`src/rtl/uart_prot_trig.sv`:
```
// UART protocol trigger: receives 8N1 frames on RX and pulses UART_trig when a
// valid frame matches the masked compare value while armed.
module uart_prot_trig #(
  parameter int BAUD_W = 16
) (
  input  logic              clk,
  input  logic              rst_n,
  input  logic              RX,
  input  logic [BAUD_W-1:0] baud_cnt,
  input  logic [7:0]        match,
  input  logic [7:0]        mask,
  input  logic              armed,
  output logic              UART_trig,
  output logic              frm_err,
  output logic [7:0]        rx_data,
  output logic              busy
);

  typedef enum logic [1:0] {
    IDLE,
    START,
    DATA,
    STOP
  } state_t;

  state_t            state;
  logic              sync1;
  logic              sync2;
  logic              edge_q;
  logic              pend;
  logic [BAUD_W-1:0] period;
  logic [BAUD_W-1:0] cnt;
  logic [BAUD_W-1:0] per_next;
  logic [2:0]        bit_idx;
  logic [7:0]        shift;
  logic              fall;
  logic              expire;
  logic              hit;

  assign fall     = edge_q & ~sync2;
  assign expire   = (cnt <= BAUD_W'(1));
  assign per_next = (baud_cnt < BAUD_W'(2)) ? BAUD_W'(2) : baud_cnt;
  assign hit      = (((shift ^ match) & ~mask) == 8'h00);
  assign busy     = (state != IDLE);

  always_ff @(posedge clk) begin
    if (!rst_n) begin
      sync1  <= 1'b1;
      sync2  <= 1'b1;
      edge_q <= 1'b1;
    end else begin
      sync1  <= RX;
      sync2  <= sync1;
      edge_q <= sync2;
    end
  end

  always_ff @(posedge clk) begin
    if (!rst_n) begin
      state     <= IDLE;
      period    <= '0;
      cnt       <= '0;
      bit_idx   <= '0;
      shift     <= '0;
      pend      <= 1'b0;
      UART_trig <= 1'b0;
      frm_err   <= 1'b0;
      rx_data   <= '0;
    end else begin
      UART_trig <= 1'b0;
      frm_err   <= 1'b0;
      case (state)
        IDLE: begin
          pend <= 1'b0;
          if (fall || pend) begin
            period <= per_next;
            cnt    <= per_next >> 1;
            state  <= START;
          end
        end
        START: begin
          if (expire) begin
            if (sync2) begin
              state <= IDLE;
            end else begin
              state   <= DATA;
              cnt     <= period;
              bit_idx <= '0;
            end
          end else begin
            cnt <= cnt - BAUD_W'(1);
          end
        end
        DATA: begin
          if (expire) begin
            shift <= {sync2, shift[7:1]};
            cnt   <= period;
            if (bit_idx == 3'd7) begin
              state <= STOP;
            end else begin
              bit_idx <= bit_idx + 3'd1;
            end
          end else begin
            cnt <= cnt - BAUD_W'(1);
          end
        end
        STOP: begin
          // An edge seen here would otherwise be gone by the time IDLE looks.
          if (fall) begin
            pend <= 1'b1;
          end
          if (expire) begin
            state <= IDLE;
            if (sync2) begin
              rx_data   <= shift;
              UART_trig <= armed & hit;
            end else begin
              frm_err <= 1'b1;
            end
          end else begin
            cnt <= cnt - BAUD_W'(1);
          end
        end
        default: state <= IDLE;
      endcase
    end
  end

endmodule

```
`config.mk`:
```
export PLATFORM = sky130hd
export DESIGN_NAME = uart_prot_trig
export DESIGN_NICKNAME = d
export VERILOG_FILES = /design/src/rtl/uart_prot_trig.sv
export SDC_FILE = /design/constraint.sdc
export NUM_CORES = 1
export LEC_CHECK = 0
export BUFFER_PORTS_ARGS = -buffer_cell sky130_fd_sc_hd__buf_2
export CORE_AREA = 4 4 137 87
export CTS_CLUSTER_DIAMETER = 120
export DETAILED_ROUTE_END_ITERATION = 7
export DIE_AREA = 0 0 141 91
export GPL_TIMING_DRIVEN = 1
export HOLD_SLACK_MARGIN = 0.05
export PLACE_DENSITY = 0.48
export REMOVE_ABC_BUFFERS = 1
export SLEW_MARGIN = 5
export SYNTH_ARGS = -nofsm -noshare
export SYNTH_HDL_FRONTEND = slang
export SYNTH_SLANG_ARGS = --single-unit
export TNS_END_PERCENT = 1
```
`constraint.sdc`:
```
create_clock -name clk -period 3 [get_ports clk]
set_clock_uncertainty 0.05 [all_clocks]
set_input_delay 0.3 -clock clk [delete_from_list [all_inputs] [get_ports clk]]
set_output_delay 0.3 -clock clk [all_outputs]
set_load 0.02 [all_outputs]
```
; Word-level counts from Yosys, hierarchy flattened
; Cells that the tools add are included.
[op_classes]
n_addsub = 2
order_cmp = 2
eq_ne = 14
n_mux = 22
n_bitwise = 6
reduce_logical = 15
[ops]
columns = op, n
row1 = $mux W16, 6
row2 = $pmux W16 S4, 1
row3 = $ne A2 B2 Y1 const B, 9
row4 = $le A16 B1 Y1 const B, 1
row5 = $lt A16 B2 Y1 const B, 1
row6 = $sub A16 B1 Y16 const B, 1
row7 = $mux W2, 6
row8 = $mux W3, 4
row9 = $reduce_and A5 Y1, 2
row10 = $reduce_and A3 Y1, 3
row11 = $and A8 B8 Y8, 1
row12 = $logic_not A8 Y1, 1
row13 = $not A8 Y8, 1
row14 = $pmux W2 S4, 1
row15 = $xor A8 B8 Y8, 1
row16 = $pmux W3 S2, 1
row17 = $reduce_and A2 Y1, 3
row18 = $reduce_bool A2 Y1, 3
row19 = $eq A2 B2 Y1 const B, 2
row20 = $reduce_and A4 Y1, 1
row21 = $add A3 B1 Y3 const B, 1
row22 = $eq A3 B3 Y1 const B, 1
row23 = $ne A3 B3 Y1 const B, 1
row24 = $and A1 B1 Y1, 2
row25 = 6 further kinds, 7
[totals]
regBits = 59
input_bits = 36
wordCells = 73

; Longest topological paths before layout
; Gate-level depths: netlist of run 1.
[depth]
word_depth = 5
mapped_depth = 8
depth_no_buf = 7

; Least setup slack after synthesis of run 1
; Ideal clock, no wire load.
[synth_timing]
path_kind = register -> register
start = reg cnt[0]
end = reg cnt[7]
arrival_time_ns = 2.013
required_time_ns = 2.875
path_slack_ns = 0.862
stages_incl_launch_ff = 9
path_buffers = 2
path_cell_list = dfxtp_1 > inv_1 > ha_1 > o2111a_1 > buf_2 > a31oi_1 > clkbuf_1 > a32oi_1 > o22ai_1
[synth_via]
elab_chain_cells = 3
[synth_lines]
columns = item, line_no
row1 = "start, declared", 32  ; logic [BAUD_W-1:0] cnt;
row2 = "start signal, assigned", 77  ; cnt <= per_next >> 1;
row3 = "start signal, assigned", 87  ; cnt <= period;
row4 = "start signal, assigned", 91  ; cnt <= cnt - BAUD_W'(1);
row5 = $sub A16 B1 Y16 / $le A16 B1 Y1 (equally long branches), -
row6 = "$mux W16, or another cell as far along", 112  ; if (expire) begin
row7 = $pmux W16 S4 / $reduce_and A3 Y1 (equally long branches), -
; Several ways; a longest one is shown, not always the timed one. The select of a mux whose other input is x is not followed.
; A chain may end at the register's enable or synchronous reset.

; Worst setup path in the final report of run 1
[layout_timing]
start = reg cnt[4]
end = reg cnt[10]
; The elaborated chain is that of the path after synthesis.

==> flow_summary.ini, run 1 <==
[synth]
synth_top_area_share_pct = 37.7
ys_types = 59
synth.yosys.warnings = 0
ys_async_sr_fraction_pct = 0
synth.most_common_cell = dfxtp_1
synth_cells = 381
ys_seq_area_share_pct = 37.7
synth_flop_cell = dfxtp_1
netlist_area_um2 = 3130
syn_area_per_cell_um2 = 8.23
ys_ff_latch = 59
synthTopCellsByArea = dfxtp_1 (38%), nand2_1 (5.1%), a21oi_1 (5.0%)
synthTopCellsByCount = dfxtp_1 (59), nand2_1 (43), nor2_1 (34)
synth_top_area_cell = dfxtp_1
synth_edf_count = 0

[sta]
fin_ws_ns = 0.452
grt_setup_unrepaired = false
slew_viol_final = 0
fin_crit_ns = 2.55
finalCritPeriodShare_pct = 84.9
setup_violations = 0
relSlewSlack_pct = 53.0
hold_viol = 0
max_freq_mhz = 392
fin_setup_tns_ns = 0
tightest_slew_ns = 0.704

[setup_path]
crit_type = flip-flop to flip-flop
start_kind = flip-flop
worst_ep_arrival_time_ns = 2.77
worstPathMaxFanout = 11
critPathRequiredTime_ns = 3.22
cp-end-kind = flip-flop

[floorplan]
ios = 47
placeableCoreArea_um2 = 10500
fp.dieW_um = 141
die_h_um = 91
dieArea_um2 = 12800
initial_core_util_pct = 30.0
rows = 29

[global_route]
antenna_found_initial = 0
grt_pass1_wl_um = 15400
grt_pass1_vias = 2777
grtUsageTotal_pct = 15.1
grt_max_degree = 38
gr-total-overflow = 0

[route]
ant_nets = 0
drc_errors = 0
wl_per_cell_um = 16.9
dr.pass1.iters = 4
drt_first_iter_violations = 242
routed_via_density = 5.35
wirelength_um = 9590
num_vias = 3036

[cts]
ctsResizeCount = 0
clockBufferDepth = 2
cts_sinks = 59
cts_max_level = 3
clk_pin_slew_worst_paths_ns = 0.05
cts_made_buffers = 9
cts_tree = done
cts_root_buf = clkbuf_16
cts_hold_buf = 0
post_cts_buffers = 0
insertion_delay_ns = 0.33

[finish]
drive_above_1_share_pct = 18.7
fill_cells = 1109
stdcell_area_um2 = 3850
nets = 467
diodes = 0
multi_input_area_um2 = 1810
fin_cells = 567
syn_to_final_growth_pct = 23.0
seq_area_um2 = 1180

[job]
maxCapViolations = 0

[power_and_ir_drop]
ir_drop_v = 0.000328
power.density_nw_per_um2 = 954
p_leak_uw = 0.00156

[place]
hpwl_um = 6960
port_buffers = 46
gp_congestion = 0.858
place_area_um2 = 3520
place_ws_ns = 0.528
dp_cells = 551

[status]
outcome = finished, final reports clean

[hold_path]
min_path_type = input pin to flip-flop
## per-layer routing
metal | GRT usage [%] | vias up | part of all wire [%]
li1 | - | 1492 | -
met1 | 23.7 | 1438 | 54
met2 | 19.5 | 98 | 39
met3 | 4.09 | 8 | 6.5
met4 | 4.52 | 0 | 1.1
met5 | 0 | - | 0
## power breakdown
| part | leakage [uW] | internal (uW) | switching [uW] |
|---|---|---|---|
| registers | 0.000479 | 864 | 90.1 |
| clock network | 0.000162 | 774 | 372 |
| logic | 0.000915 | 560 | 1020 |
| total | 0.00156 | 2200 | 1480 |
## per-stage QoR
| stage | total power, uW | util (%) | hold slack (ns) |
|---|---|---|---|
| after detailed placement | 2510 | 33.7 | 0.345 |
| final | 3680 | 36.9 | 0.110 |
| after floorplan | 1980 | - | 0.323 |
| after global placement | 2520 | 33.7 | 0.346 |
| after CTS | 3670 | 36.9 | 0.101 |
| after global routing | 3900 | 36.9 | 0.100 |
## critical path: stages (launching register included)
cell and delay, ns:
dfxtp_1 0.35, nor4_1 0.47, o2111a_1 0.40, buf_4 0.21, a21o_1 0.23, and2_1 0.54
a221o_1 0.24
## cell families (layout without fill, tap and decap cells)
kind of cell / Yosys count / count (layout) / synth area share [%]
adders and majority gates: 8 / 8 / 3.19
and+or+nand+nor: 137 / 137 / 21.0
DFF: 59 / 59 / 37.7
AOI/OAI and AO/OA: 114 / 114 / 25.8
xor gates and xnor gates: 11 / 11 / 3.07
buffers and inverters: 38 / 85 / 4.75
muxes: 14 / 14 / 4.47
## layout by cell type, fill, tap and decap left out, types with 6 or more instances in the layout
master     synthesis  routed
dfxtp_1           59      59
buf_2              5      46
nand2_1           43      43
nor2_1            34      34
a21oi_1           31      31
o21ai_0           15      15
mux2i_1           14      14
nor3_1            14      14
inv_1             11      11
buf_4              0      10
clkbuf_16          0       9
xnor2_1            8       8
ha_1               8       8
nand2b_1           7       7
nor4_1             7       7
a31oi_1            7       7
a221o_1            7       7
or3_1              6       6
## path summary, 6_finish.rpt
| path | depth (start not counted) | end | startpoint | slack (ns) |
|---|---|---|---|---|
| min | 2 | sync1$_SDFF_PN1_ | RX | 0.11 |
| max | 6 | cnt[10]$_SDFFE_PN0P_ | cnt[4]$_SDFFE_PN0P_ | 0.45 |
| min reg2reg | 1 | sync2$_SDFF_PN1_ | sync1$_SDFF_PN1_ | 0.35 |
| max reg2reg | 6 | cnt[10]$_SDFFE_PN0P_ | cnt[4]$_SDFFE_PN0P_ | 0.45 |
## area by class of cell
cell class | instances | area share [%]
multi-input combinational | 284 | 46.9
timing repair buffer | 56 | 7.92
sequential | 59 | 30.6
inverter | 13 | 1.27
clock inverter | 5 | 2.21
tap | 139 | 4.51
clock buffer | 11 | 6.56
## flip-flops by register name, indices dropped and copies added (netlist names), named ones only
register / cells
cnt: 16
period: 16
rx_data: 8
shift: 8
bit_idx: 3
UART_trig: 1
edge_q: 1
frm_err: 1
pend: 1
state: 1
sync1: 1
sync2: 1
Power figures use the tool's default switching activity.
==> run 2, diff against run 1 <==
==> constraint.sdc (replaced) <==
create_clock -name clk -period 2.49 [get_ports clk]
set_clock_uncertainty 0.05 [all_clocks]
set_input_delay 0.249 -clock clk [delete_from_list [all_inputs] [get_ports clk]]
set_output_delay 0.249 -clock clk [all_outputs]
set_load 0.02 [all_outputs]
==> flow_summary.ini, run 2 (synthesis gave the netlist of run 1 again) <==
[setup_path]
critPathTopFamily = compound AO/OA/AOI/OAI gates
worst_ep_arrival_time_ns = 2.53
worstPathMaxFanout = 14
crit_start = cnt[0]$_SDFFE_PN0P_
r2r-start = cnt[0]$_SDFFE_PN0P_
crit_type = flip-flop to flip-flop
start_kind = flip-flop
cp-end-kind = flip-flop
path_buf_inv = 2
max_stage_delay_ns = 0.39
crit_slowest_cell = dfxtp_1
critPathRequiredTime_ns = 2.72
cp_cell_sequence = inv_1, ha_1, o2111a_1, a31oi_1, buf_4, nor4b_1, a221o_1

[cts]
cts_max_level = 3
clockBufferDepth = 2
cts_made_buffers = 9
post_cts_buffers = 0
insertion_delay_ns = 0.33
cts_tree = done
cts_sinks = 59
clk_pin_slew_worst_paths_ns = 0.05
cts_root_buf = clkbuf_16

[global_route]
grt_pass1_vias = 2918
gr-total-overflow = 0
antenna_found_initial = 0
grt_pass1_wl_um = 16000
grtUsageTotal_pct = 15.6
grt_max_degree = 37

[finish]
nets = 484
syn_to_final_growth_pct = 25.9
fill_cells = 1136
seq_area_um2 = 1180
diodes = 0
multi_input_area_um2 = 1810
final_cell_mix = dfxtp_1 (59), buf_2 (46), nand2_1 (43)
largestRegisters = cnt (16), period (16)
stdcell_area_um2 = 3950
layout_commonest_cell = dfxtp_1
drive_above_1_share_pct = 21.8

[route]
drc_errors = 0
ant_nets = 0
dr.pass1.iters = 5
wl_per_cell_um = 16.7
wirelength_um = 9760
num_vias = 3012
drt_first_iter_violations = 261
routed_via_density = 5.16

[place]
place_area_um2 = 3640
port_buffers = 46
gp_congestion = 0.912
hpwl_um = 7350

[floorplan]
ios = 47
fp.dieW_um = 141
placeableCoreArea_um2 = 10500
dieArea_um2 = 12800
rows = 29
die_h_um = 91
initial_core_util_pct = 30.0

[status]
outcome = finished, final reports clean

[sta]
hold_viol = 0
grt_setup_unrepaired = false
fin_setup_tns_ns = 0
finalCritPeriodShare_pct = 92.4
slew_viol_final = 0
max_freq_mhz = 434
setup_violations = 0
relSlewSlack_pct = 48.6
fin_crit_ns = 2.30
tightest_slew_ns = 0.764

[power_and_ir_drop]
total_power_uw = 4480
power.density_nw_per_um2 = 1130
p_leak_uw = 0.00162
ir_drop_v = 0.000469

[hold_path]
min_path_type = input pin to flip-flop
min-delay-start = RX

[job]
maxCapViolations = 0
run 2: area by class of cell:
cell class	count	area share, %
well taps	139	4.41
repair buffers	73	11.0
clock buffers	11	6.15
clock inverters	5	1.33
multi-input cells	284	46.0
inverters	13	1.24
flip-flops and latches	59	29.9
run 2: worst paths after layout:
path,slack [ns],endpoint,depth (start not counted)
min reg2reg,0.36,sync2$_SDFF_PN1_,1
max reg2reg,0.19,cnt[10]$_SDFFE_PN0P_,7
max,0.19,cnt[10]$_SDFFE_PN0P_,7
min,0.06,sync1$_SDFF_PN1_,2
run 2: metrics by stage:
step           hold slack (ns)  util [%]  setup WS, ns  std cells
2_1_floorplan            0.272         -        0.0334        356
3_3_place_gp             0.340      34.9         0.270        568
3_5_place_dp             0.349      34.9         0.223        568
4_1_cts                 0.0647      37.7         0.212        584
5_1_grt                 0.0716      37.8        0.0149        584
6_report                0.0644      37.8         0.188        584
run 2: what timing repair did:
action                     4_1_cts  5_1_grt
hold buffers                     0        0
hold endpoints to repair         0        0
gates resized for setup          0        1
setup endpoints to repair        0        1
run 2: per-layer routing:
layer  wire (um)  track usage [%]  part of all wire [%]
met1        5300             24.6                    54
met2        3730             20.7                    38
met3         637             3.88                   6.5
met4          82             4.11                  0.84
met5           0                0                     0
run 2: power breakdown:
part,internal (uW),switching [uW],leakage [uW]
Combinational,807,1280,0.000997
Sequential,1040,109,0.000479
Clock,795,442,0.000145
Total,2640,1830,0.00162
run 2: worst register-to-register path, stage by stage, from the launching register on:
cell and delay, ns:
dfxtp_1 0.39, inv_1 0.09, ha_1 0.26, o2111a_1 0.35, a31oi_1 0.39, buf_4 0.29
nor4b_1 0.27, a221o_1 0.15
==> run 3, diff against run 2 <==
--- a/config.mk
+++ b/config.mk
@@ -5,11 +5,12 @@
 export SDC_FILE = /design/constraint.sdc
 export NUM_CORES = 1
 export LEC_CHECK = 0
+export ABC_AREA = 1
 export BUFFER_PORTS_ARGS = -buffer_cell sky130_fd_sc_hd__buf_2
-export CORE_AREA = 4 4 137 87
+export CORE_AREA = 4 4 140 88
 export CTS_CLUSTER_DIAMETER = 120
 export DETAILED_ROUTE_END_ITERATION = 7
-export DIE_AREA = 0 0 141 91
+export DIE_AREA = 0 0 144 92
 export GPL_TIMING_DRIVEN = 1
 export HOLD_SLACK_MARGIN = 0.05
 export PLACE_DENSITY = 0.48
==> flow_summary.ini, run 3 <==
[setup_path]
worst-r2r-setup-slack_ns = 0.26
worst_ep_arrival_time_ns = 2.39
cp-end-kind = flip-flop
crit_type = flip-flop to flip-flop
r2r_cells = 11
r2r-end = cnt[2]$_SDFFE_PN0P_
start_kind = flip-flop
max_stage_delay_ns = 0.33
critPathRequiredTime_ns = 2.65
crit_slowest_cell = dfxtp_1
cp_cell_sequence = inv_1, ha_1, o21ai_1, nor2_2, nand2_4, inv_2, nand2_1, nand2_4, inv_1, o21ai_0, a21oi_1
worstPathMaxFanout = 28
r2r-start = cnt[0]$_SDFFE_PN0P_
crit_start = cnt[0]$_SDFFE_PN0P_
endpoint = cnt[2]$_SDFFE_PN0P_

[place]
hpwl_um = 6530
gp_congestion = 0.828
dp_cells = 661
place_ws_ns = 0.307
port_buffers = 46

[sta]
max_freq_mhz = 449
fin_crit_ns = 2.23
finalCritPeriodShare_pct = 89.4
fin_ws_ns = 0.264
setup_violations = 0
slew_viol_final = 0
tightest_slew_ns = 0.693
relSlewSlack_pct = 53.6
hold_viol = 0
grt_setup_unrepaired = false

[route]
wl_met3_um = 423
wl_per_cell_um = 13.2
dr.pass1.iters = 4
drt-met1-wl_um = 4950
routed_via_density = 4.52
num_vias = 3050
drt_first_iter_violations = 237
wirelength_um = 8900
drc_errors = 0
routed.top_layer = met4
ant_nets = 0
dr_wl_met2_um = 3440

[global_route]
antenna_found_initial = 0
grt_pass1_vias = 2880
grt_pass1_wl_um = 14800
grt_max_degree = 38
grtUsageTotal_pct = 14.2
gr-total-overflow = 0

[power_and_ir_drop]
p_leak_uw = 0.00181
ir_drop_v = 0.000483
power.density_nw_per_um2 = 1250
total_power_uw = 4840

[synth]
synth.most_common_cell = nand2_1
synthTopCellsByArea = dfxtp_1 (36%), nand2_1 (14%), a21oi_1 (8.3%)
synth_edf_count = 0
synth_flop_cell = dfxtp_1
netlist_area_um2 = 3250
synth_top_area_cell = dfxtp_1
synthTopCellsByCount = nand2_1 (117), nor2_1 (67), dfxtp_1 (59)
syn_area_per_cell_um2 = 6.68
ys_async_sr_fraction_pct = 0
synth_cells = 486
synth_top_area_share_pct = 36.4
ys_ff_latch = 59
ys_types = 32
synth.yosys.warnings = 0
ys_seq_area_share_pct = 36.4

[floorplan]
die_h_um = 92
fp.dieW_um = 144
rows = 30
ios = 47
initial_core_util_pct = 29.3
dieArea_um2 = 13200
placeableCoreArea_um2 = 11100

[finish]
final_cell_mix = nand2_1 (117), nor2_1 (67), dfxtp_1 (59)
layout_commonest_cell = nand2_1
drive_above_1_share_pct = 15.4
nets = 572
fin_cells = 675
largestRegisters = cnt (16), period (16)
diodes = 0
syn_to_final_growth_pct = 19.3

[cts]
ctsResizeCount = 0
cts_root_buf = clkbuf_16
post_cts_buffers = 0
cts_made_buffers = 9
cts_hold_buf = 0
cts_max_level = 3
clk_pin_slew_worst_paths_ns = 0.05
clockBufferDepth = 2
cts_sinks = 59
insertion_delay_ns = 0.33
cts_tree = done

[job]
maxCapViolations = 0

[hold_path]
min_path_type = input pin to flip-flop

[status]
outcome = finished, final reports clean
run 3: cell types whose count changed after synthesis, sizes merged, moves of 14 or more:
| cell | previous run | this run |
|---|---|---|
| mux2i | 14 | 0 |
| o21ai | 18 | 46 |
| nand2 | 43 | 121 |
| nor2 | 35 | 74 |
| a21oi | 31 | 55 |
| inv | 12 | 50 |
run 3: power breakdown:
group          total, uW  switching [uW]  internal, uW
Sequential          1310             191          1120
Clock               1190             405           785
Combinational       2350            1550           793
run 3: area by class of cell:
class	instances	area, um^2
Timing Repair Buffer	51	268
Clock inverter	3	40.0
Fill cell	1186	7200
Inverter	50	188
Sequential cell	59	1180
Multi-Input combinational cell	357	1770
Tap cell	144	180
Clock buffer	11	243
run 3: stage by stage:
step                TNS [ns]  hold WS, ns  instance area (um^2)  util, %
floorplan             -0.233        0.288                  3140        -
global placement           0        0.370                  3590     32.4
detailed placement         0        0.352                  3590     32.4
CTS                        0       0.0537                  3870     35.0
global route               0       0.0579                  3870     35.0
finish                     0       0.0616                  3870     35.0
run 3: worst max-delay path, delay by kind of cell (launching register included):
| family | cells | cell delay [ns] |
|---|---|---|
| compound gates | 3 | 0.35 |
| fa+ha+maj | 1 | 0.23 |
| buf+inv | 3 | 0.37 |
| flops | 1 | 0.33 |
| simple gates | 4 | 0.77 |
run 3: how the worst min path moves through the flow:
stage                startpoint           endpoint  slack (ns)  cells past startpoint
2_1_floorplan             rst_n  edge_q$_SDFF_PN1_        0.29                      1
3_3_place_gp   sync1$_SDFF_PN1_   sync2$_SDFF_PN1_        0.37                      1
3_5_place_dp   sync1$_SDFF_PN1_   sync2$_SDFF_PN1_        0.35                      1
4_1_cts                      RX   sync1$_SDFF_PN1_        0.05                      2
5_1_grt                      RX   sync1$_SDFF_PN1_        0.06                      2
6_report                     RX   sync1$_SDFF_PN1_        0.06                      2
run 3: kinds of logic (layout without fill, tap and decap cells):
kind of cell               Yosys count  after routing  synth area share, %
buffers and inverters               70            115                 9.01
adders and majority gates            8              8                 3.08
AOI/OAI and AO/OA                  108            108                 17.4
and+or+nand+nor                    227            227                 30.4
DFF                                 59             59                 36.4
xor gates and xnor gates            14             14                 3.78
run 3: routing by layer:
| metal | global-route usage [%] | up-vias |
|---|---|---|
| li1 | - | 1648 |
| met1 | 22.3 | 1348 |
| met2 | 18.7 | 47 |
| met3 | 3.44 | 7 |
| met4 | 4.23 | 0 |
| met5 | 0 | - |
